File: src/rtl/rf_wport_arb.sv
// ---------------------------------------------------------------------------
// rf_wport_arb
//
// Arbitrates the single register-file write port between two sources:
//   * the pipeline WB stage, which cannot be back-pressured, and
//   * a multi-cycle unit, whose results queue in a small in-order FIFO.
// The WB stage normally wins. Queued results drain in cycles when WB is idle.
//
// Optional starvation guard (macro RF_ARB_STARVE_GUARD_EN):
//   A queued result may be denied for STARVE_LIMIT consecutive cycles. The
//   block then raises starve_stall for one cycle, and the FIFO head is
//   written in that cycle. Any WB write offered during that cycle is dropped,
//   and the sticky err flag is set. Without the macro, no counter is built,
//   starve_stall and err are tied low, and the FIFO drains only when WB is
//   idle.
//
// Parameters
//   DEPTH         FIFO entries (power of two, >= 2)
//   STARVE_LIMIT  consecutive denied cycles before a forced FIFO grant
//
// Ports
//   clk, reset                      clock, asynchronous active-low reset
//   wb_we/wb_reg/wb_data/wb_pc8     WB-stage write request
//   md_valid/md_reg/md_data/md_pc8  multi-cycle unit write request
//   md_ready                        FIFO can accept (from registered count)
//   rd1/rd2                         ID-stage source registers to look up
//   rd1_pending/rd2_pending         a queued or issuing write targets rdN
//   starve_stall                    WB must hold for this cycle
//   RegWrite/writereg/writedata/PC8 registered register-file write port
//   err                             sticky: a WB write was dropped
// ---------------------------------------------------------------------------
module rf_wport_arb #(
    parameter int DEPTH        = 2,
    parameter int STARVE_LIMIT = 4
) (
    input  logic        clk,
    input  logic        reset,
    input  logic        wb_we,
    input  logic [4:0]  wb_reg,
    input  logic [31:0] wb_data,
    input  logic [31:0] wb_pc8,
    input  logic        md_valid,
    input  logic [4:0]  md_reg,
    input  logic [31:0] md_data,
    input  logic [31:0] md_pc8,
    output logic        md_ready,
    input  logic [4:0]  rd1,
    input  logic [4:0]  rd2,
    output logic        rd1_pending,
    output logic        rd2_pending,
    output logic        starve_stall,
    output logic        RegWrite,
    output logic [4:0]  writereg,
    output logic [31:0] writedata,
    output logic [31:0] PC8,
    output logic        err
);

    localparam int PW = (DEPTH > 1) ? $clog2(DEPTH) : 1;
    localparam int CW = PW + 1;

    if (DEPTH < 2 || (DEPTH & (DEPTH - 1)) != 0 || STARVE_LIMIT < 1) begin : g_cfg_check
        $error("rf_wport_arb: DEPTH must be a power of two >= 2 and STARVE_LIMIT >= 1");
    end

    // FIFO storage and bookkeeping
    logic [4:0]    fifoReg_q  [DEPTH];
    logic [31:0]   fifoData_q [DEPTH];
    logic [31:0]   fifoPc8_q  [DEPTH];
    logic [PW-1:0] wrPtr_q, wrPtr_d;
    logic [PW-1:0] rdPtr_q, rdPtr_d;
    logic [CW-1:0] count_q, count_d;

    // Registered write port
    logic          regWrite_q, regWrite_d;
    logic [4:0]    writeReg_q, writeReg_d;
    logic [31:0]   writeData_q, writeData_d;
    logic [31:0]   pc8_q, pc8_d;

    logic          fifoNotEmpty;
    logic          grantWb;
    logic          push;
    logic          pop;

    logic          hit1, hit2;
    logic [PW-1:0] offset;

    assign fifoNotEmpty = (count_q != '0);
    assign md_ready     = (count_q != CW'(DEPTH));
    assign push         = md_valid && md_ready;
    assign pop          = !grantWb && fifoNotEmpty;

`ifdef RF_ARB_STARVE_GUARD_EN
    localparam int SW = $clog2(STARVE_LIMIT + 1);

    logic [SW-1:0] starveCnt_q, starveCnt_d;
    logic          starveStall_q, starveStall_d;
    logic          err_q, err_d;

    assign grantWb = wb_we && !starveStall_q;

    // The counter only advances while a queued entry is being passed over.
    // Hitting the limit schedules a one-cycle stall; the stall blocks WB,
    // so the head pops in that cycle and the pop clears the counter.
    always_comb begin
        starveCnt_d   = starveCnt_q;
        starveStall_d = 1'b0;
        err_d         = err_q | (wb_we & starveStall_q);
        if (pop || !fifoNotEmpty) begin
            starveCnt_d = '0;
        end else if (grantWb) begin
            starveCnt_d   = starveCnt_q + SW'(1);
            starveStall_d = (starveCnt_q == SW'(STARVE_LIMIT - 1));
        end
    end

    always_ff @(posedge clk or negedge reset) begin
        if (!reset) begin
            starveCnt_q   <= '0;
            starveStall_q <= 1'b0;
            err_q         <= 1'b0;
        end else begin
            starveCnt_q   <= starveCnt_d;
            starveStall_q <= starveStall_d;
            err_q         <= err_d;
        end
    end

    assign starve_stall = starveStall_q;
    assign err          = err_q;
`else
    assign grantWb      = wb_we;
    assign starve_stall = 1'b0;
    assign err          = 1'b0;
`endif

    // Pointer and occupancy update; simultaneous push and pop leave count alone.
    always_comb begin
        wrPtr_d = wrPtr_q;
        rdPtr_d = rdPtr_q;
        count_d = count_q;
        if (push) begin
            wrPtr_d = wrPtr_q + PW'(1);
        end
        if (pop) begin
            rdPtr_d = rdPtr_q + PW'(1);
        end
        case ({push, pop})
            2'b10:   count_d = count_q + CW'(1);
            2'b01:   count_d = count_q - CW'(1);
            default: count_d = count_q;
        endcase
    end

    // WB wins the port, otherwise the FIFO head; with neither, only the
    // strobe drops and the data fields keep their last values.
    always_comb begin
        regWrite_d  = 1'b0;
        writeReg_d  = writeReg_q;
        writeData_d = writeData_q;
        pc8_d       = pc8_q;
        if (grantWb) begin
            regWrite_d  = 1'b1;
            writeReg_d  = wb_reg;
            writeData_d = wb_data;
            pc8_d       = wb_pc8;
        end else if (pop) begin
            regWrite_d  = 1'b1;
            writeReg_d  = fifoReg_q[rdPtr_q];
            writeData_d = fifoData_q[rdPtr_q];
            pc8_d       = fifoPc8_q[rdPtr_q];
        end
    end

    always_ff @(posedge clk or negedge reset) begin
        if (!reset) begin
            wrPtr_q     <= '0;
            rdPtr_q     <= '0;
            count_q     <= '0;
            regWrite_q  <= 1'b0;
            writeReg_q  <= '0;
            writeData_q <= '0;
            pc8_q       <= '0;
        end else begin
            wrPtr_q     <= wrPtr_d;
            rdPtr_q     <= rdPtr_d;
            count_q     <= count_d;
            regWrite_q  <= regWrite_d;
            writeReg_q  <= writeReg_d;
            writeData_q <= writeData_d;
            pc8_q       <= pc8_d;
        end
    end

    // Entry contents need no reset; the count alone decides which slots are live.
    always_ff @(posedge clk) begin
        if (push) begin
            fifoReg_q[wrPtr_q]  <= md_reg;
            fifoData_q[wrPtr_q] <= md_data;
            fifoPc8_q[wrPtr_q]  <= md_pc8;
        end
    end

    // A slot is live when its distance from the read pointer, modulo DEPTH,
    // is below the occupancy count.
    always_comb begin
        hit1   = 1'b0;
        hit2   = 1'b0;
        offset = '0;
        for (int j = 0; j < DEPTH; j++) begin
            offset = PW'(j) - rdPtr_q;
            if ({1'b0, offset} < count_q) begin
                if (fifoReg_q[j] == rd1) hit1 = 1'b1;
                if (fifoReg_q[j] == rd2) hit2 = 1'b1;
            end
        end
    end

    assign rd1_pending = (rd1 != 5'd0) && (hit1 || (regWrite_q && (writeReg_q == rd1)));
    assign rd2_pending = (rd2 != 5'd0) && (hit2 || (regWrite_q && (writeReg_q == rd2)));

    assign RegWrite  = regWrite_q;
    assign writereg  = writeReg_q;
    assign writedata = writeData_q;
    assign PC8       = pc8_q;

endmodule

File: config.mk
export PLATFORM = sky130hd
export DESIGN_NAME = rf_wport_arb
export DESIGN_NICKNAME = d
export VERILOG_FILES = /design/src/rtl/rf_wport_arb.sv
export SDC_FILE = /design/constraint.sdc
export NUM_CORES = 1
export LEC_CHECK = 0
export ABC_AREA = 1
export CORE_ASPECT_RATIO = 0.5
export CORE_MARGIN = 4
export CORE_UTILIZATION = 30
export CTS_CLUSTER_SIZE = 12
export DETAILED_ROUTE_END_ITERATION = 7
export SLEW_MARGIN = 0
export SYNTH_ARGS = -nofsm -noshare
export SYNTH_HDL_FRONTEND = slang
export SYNTH_SLANG_ARGS = --single-unit
File: constraint.sdc
create_clock -name clk -period 5.11 [get_ports clk]
set_clock_uncertainty 0.1 [all_clocks]
set_input_delay 0.7665 -clock clk [delete_from_list [all_inputs] [get_ports clk]]
set_output_delay 0.7665 -clock clk [all_outputs]
set_load 0.01 [all_outputs]
* After elaboration in Yosys (flattened, before gate mapping) *
Memories as Yosys holds them, arrays and structs flattened.
Cells that the tools add are included.

storage, ports and cells
  word-level logic and storage cells = 60
  register bits = 74
  output and inout bits = 75
  memories kept = 3
  RAM bits = 138

memories
  name        depth  width  read ports  clocked after memory_dff  write ports  RTL line  source
  fifoData_q  2      32     1           0                         1            68        logic [31:0] fifoData_q [DEPTH];
  fifoPc8_q   2      32     1           0                         1            69        logic [31:0] fifoPc8_q [DEPTH];
  fifoReg_q   2      5      3           0                         1            67        logic [4:0] fifoReg_q [DEPTH];

cells by class
  muxes and demuxes = 19
  $add $sub $neg = 6
  order comparisons = 2
  equal/unequal tests = 9
  reductions and logical operators = 14

operator list
  operator                                                                number
  32-bit two-way mux                                                      4
  5-bit equality test                                                     6
  1-bit two-way mux                                                       12
  5-bit two-way mux                                                       2
  5-bit nonzero test                                                      2
  1-bit logical AND                                                       6
  2-bit nonzero test                                                      3
  1-bit by 2-bit less-than comparator with 1-bit output                   2
  2-bit one-hot mux with 2 select lines                                   1
  1-bit adder (second input constant)                                     2
  2-bit by 1-bit adder with 2-bit output (second input constant)          1
  2-bit by 1-bit equality test with 1-bit output (second input constant)  1
  2-bit equality test (second input constant)                             1
  1-bit logical OR                                                        2
  2-bit != test (second input constant)                                   1
  1-bit subtractor (first input constant)                                 2
  2-bit by 1-bit subtractor with 2-bit output (second input constant)     1
  1-bit zero test                                                         1

* Logic depth before layout (Yosys ltp) *
An unclocked memory read counts as a cell.

  depth after elaboration = 8
  gate-level depth with buffers = 9

* Worst setup path before layout *
Ideal clock, no wire load.

  path kind = input port to flip-flop
  from = input port md_valid
  to = memory fifoData_q[1][0], enable pin
  setup slack = 746 ps
  setup time = 498 ps
  cell stages on the path = 2
  data arrival time = 3,766 ps
  path buffers = 0
  path through = nand2_1 -> nor2_1

on the way
  word-level cells in the longest chain between the ends = 3

RTL lines
  element                                  RTL line  source
  start, declared                          42        input logic md_valid,
  1-bit logical AND                        90        assign push = md_valid && md_ready;
  1-bit two-way mux                        197       if (push) begin
  1-bit two-way mux (implied by the code)  199       fifoData_q[wrPtr_q] <= md_data;
  end, declared                            68

No other way between the ends.

* Worst setup path in the final report *
  from = register rdPtr_q
  to = output port rd2_pending

on the way
  word-level cells in the longest chain between the ends = 7

RTL lines
  element                                                RTL line  source
  start, declared                                        71        logic [PW-1:0] rdPtr_q, rdPtr_d;
  start signal, assigned                                 186       rdPtr_q <= rdPtr_d;
  1-bit subtractor                                       211       offset = PW'(j) - rdPtr_q;
  1-bit by 2-bit less-than comparator with 1-bit output  212       if ({1'b0, offset} < count_q) begin
  1-bit two-way mux                                      212
  1-bit two-way mux                                      214       if (fifoReg_q[j] == rd2) hit2 = 1'b1;
  1-bit two-way mux (*)                                  212
  1-bit logical OR (*)                                   220       assign rd2_pending = (rd2 != 5'd0) && (hit2 || (regWrite_q && (writeReg_q == rd2)));
  1-bit logical AND (*)                                  220
  end, declared                                          50        output logic rd2_pending,

Mark *: on every way between the ends. The rest lies on a longest branch, timed or not.

==> flow_summary.ini <==
[run_status]
status = completed

[clock_network]
cts.sinks = 212
clk_pin_slew_ps = 60
cts_buffer_depth = 3
holdBufCountCts = 0
cts_resized = 0
cts_root_buf = clkbuf_16
cts_htree_levels = 1
cts_tree = done
cts_buffers = 22
cts_setup_buffers = 0
clock_latency_ps = 500

[critical_path]
required_ps = 4240
r2r_slack_ps = 2360
reg2reg_to = writedata[6]$_DFFE_PN0P_
cp_cell_sequence = a21oi_1, nor2_1, nand3_1, nand3_1, nand2_1, inv_1, clkdlybuf4s50_1
crit_path_frequent_cell = nand3_1
crit_fanout = 46
crit_type = reg -> out
end_kind = output pin
arrival_ps = 2800
reg2reg_from = rdPtr_q$_DFFE_PN0P_
worst_path_largest_cell_delay_ps = 1020
cpMaxStageDelayCell = dfrtp_2
critPathLaunchType = flop
reg2reg_depth = 6

[global_routing]
grt_pass1_wl_um = 38800
grt_max_degree = 101
grt_pass1_vias = 6538
grt_antenna_before_repair = 3
grt_usage_pct = 15.2
grt_overflow_total = 0

[route]
wirelength_um = 25900
dr.pass1.iters = 5
viasPerCell = 4.59
drtIter0Drc = 427
wl_per_cell_um = 18.2
antenna_left = 0
drc = 0
num_vias = 6532

[floorplanning]
chipHeight_um = 131
io_pins = 227
core_um2 = 29300
core.rowCount = 44
die_area_um2 = 33100
start_util_pct = 30.8
dieWidth_um = 253

[logic_synthesis]
synth-edff-count = 138
synthFlopType = edfxtp_1
yosysSeqAreaShare_pct = 66.5
netlist_area_um2 = 9010
synthArstFlopShare_pct = 34.9
ys_warn_count = 0
synth_area_per_cell_um2 = 11.3
ys_ff_latch = 212
synthCells = 798
ys_types = 31

[sta]
relSlewSlack_pct = 24.1
worst_slew_pin_slew_ps = 1140
finalSetupViolCount = 0
finalMaxSlewViolations = 0
finalHoldViolCount = 0
timing.fmax_ghz = 0.273
worst_slack_ps = 1440
rsz0062_at_grt = false
fin_crit_ps = 3670
timing.final.crit_share_pct = 71.7
fin_tns_setup_ps = 0

[final_layout]
final_cells = 1422
fin_nets = 1164
final_cell_area_um2 = 12200
n_fill_cell = 2820
utilization_pct = 41.6
area_growth_pct = 35.2
drive_gt1_share_pct = 9.15

[placed_design]
dpl-instance-area_um2 = 11500
place_ws_ps = 1700
io_buffers = 224
place.gp.congestion = 0.839
place_hpwl_um = 17200
dpl.cell_count = 1378

[pwr]
peakVddDrop_v = 0.000257
power_density_nw_per_um2 = 505
power.leakage_nw = 4.64

[flow_run]
drv_cap = 0

[hold_path]
hold_class = in -> async
[where the power goes]
part	switching [W]	leakage [nW]	internal (W)
combinational	0.00112	2.15	0.000865
sequential	0.000291	2.17	0.00236
clock	0.000645	0.321	0.000863
[how the worst max path moves through the flow]
stage                                             to  slack, ps           startpoint  depth (start not counted)
final                                    rd2_pending       1440  rdPtr_q$_DFFE_PN0P_                          7
after global routing                     rd2_pending       1180  rdPtr_q$_DFFE_PN0P_                          7
after CTS                                rd2_pending       1380  rdPtr_q$_DFFE_PN0P_                          7
after detailed placement                 rd1_pending       1700               rd1[2]                         10
after global placement                   rd1_pending       1640               rd1[2]                         10
after floorplan           fifoData_q[1][0]$_DFFE_PP_        750             md_valid                          2
[worst max-delay path: cells and delay by family (launching register included)]
kind	cells	cell delay, ps
AO/OA/AOI/OAI	1	250
buffers and inverters	2	590
flip-flops	1	1020
AND/OR/NAND/NOR	4	440
[cells in the final DEF, fill, tap and decap left out]
master	instances
edfxtp_1	138
nand2_2	11
inv_4	1
clkdlybuf4s50_1	222
dfrtp_1	73
o211ai_1	4
diode_2	4
inv_1	29
o311ai_0	1
dfrtp_2	1
nand3_1	10
o221ai_1	3
buf_4	7
nor2_4	2
buf_12	1
conb_1	2
o311ai_2	29
clkbuf_1	13
o21ai_1	24
o311ai_1	1
nor2_1	83
xnor2_1	1
clkinv_2	2
clkbuf_8	2
o21ai_0	6
o21ai_2	9
nor3_1	2
nand2_4	1
nand2_1	247
clkbuf_16	23
nand3_4	1
ha_1	1
a21oi_1	69
xor2_1	4
inv_2	4
[cells by family (layout without fill, tap and decap cells)]
family,after synthesis,count (layout),synth area share [%]
AND/OR/NAND/NOR,357,357,15.6
flip-flops,212,212,66.5
AO/OA/AOI/OAI,146,146,12.4
buffers and inverters,76,304,4.82
XOR/XNOR,5,5,0.486
adder cells (fa/ha/maj),1,1,0.139
other,1,6,0.0416
[routing by layer]
metal / GRT usage (%) / wire, um
met1: 19.3 / 10900
met2: 27.2 / 13700
met3: 2.57 / 757
met4: 4.05 / 485
met5: 0 / 0
[stage by stage]
stage | hold WS, ps | power (W)
after floorplan | 371 | 0.00379
after global placement | 373 | 0.00469
after detailed placement | 376 | 0.00471
after CTS | 392 | 0.00625
after global routing | 413 | 0.00652
final | 375 | 0.00615
[flip-flops by register name (all words and copies together) (netlist names)]
signal / flops
fifoData_q: 64
PC8: 32
fifoReg_q: 10
writereg: 5
rdPtr_q: 1
writedata: 32
wrPtr_q: 1
fifoPc8_q: 64
count_q: 2
RegWrite: 1
[synth_stat cells (6+ instances only)]
cell        n  area share, %
buf_6      11            1.4
nand3_1    10           0.56
inv_1      29            1.2
buf_4       7           0.58
edfxtp_1  138             46
o21ai_0     6           0.33
o21ai_1    24            1.3
dfrtp_1    74             21
clkbuf_1    6           0.25
o21ai_2     9           0.87
nand2_2    11           0.76
buf_2      15           0.83
o311ai_2   29            5.2
a21oi_1    69            3.8
nor2_1     85            3.5
nand2_1   247             10
[cell type report]
type,instances,area [um^2],area share [%]
antenna,4,10.0,0.0821
inverter,34,130,1.07
clock buffer,38,652,5.35
sequential,212,6000,49.2
timing repair buffer,230,2290,18.8
tap,391,489,4.01
clock inverter,2,10.0,0.0821
multi-input combinational,511,2600,21.4
No activity file was read; power rests on OpenSTA's default activity.
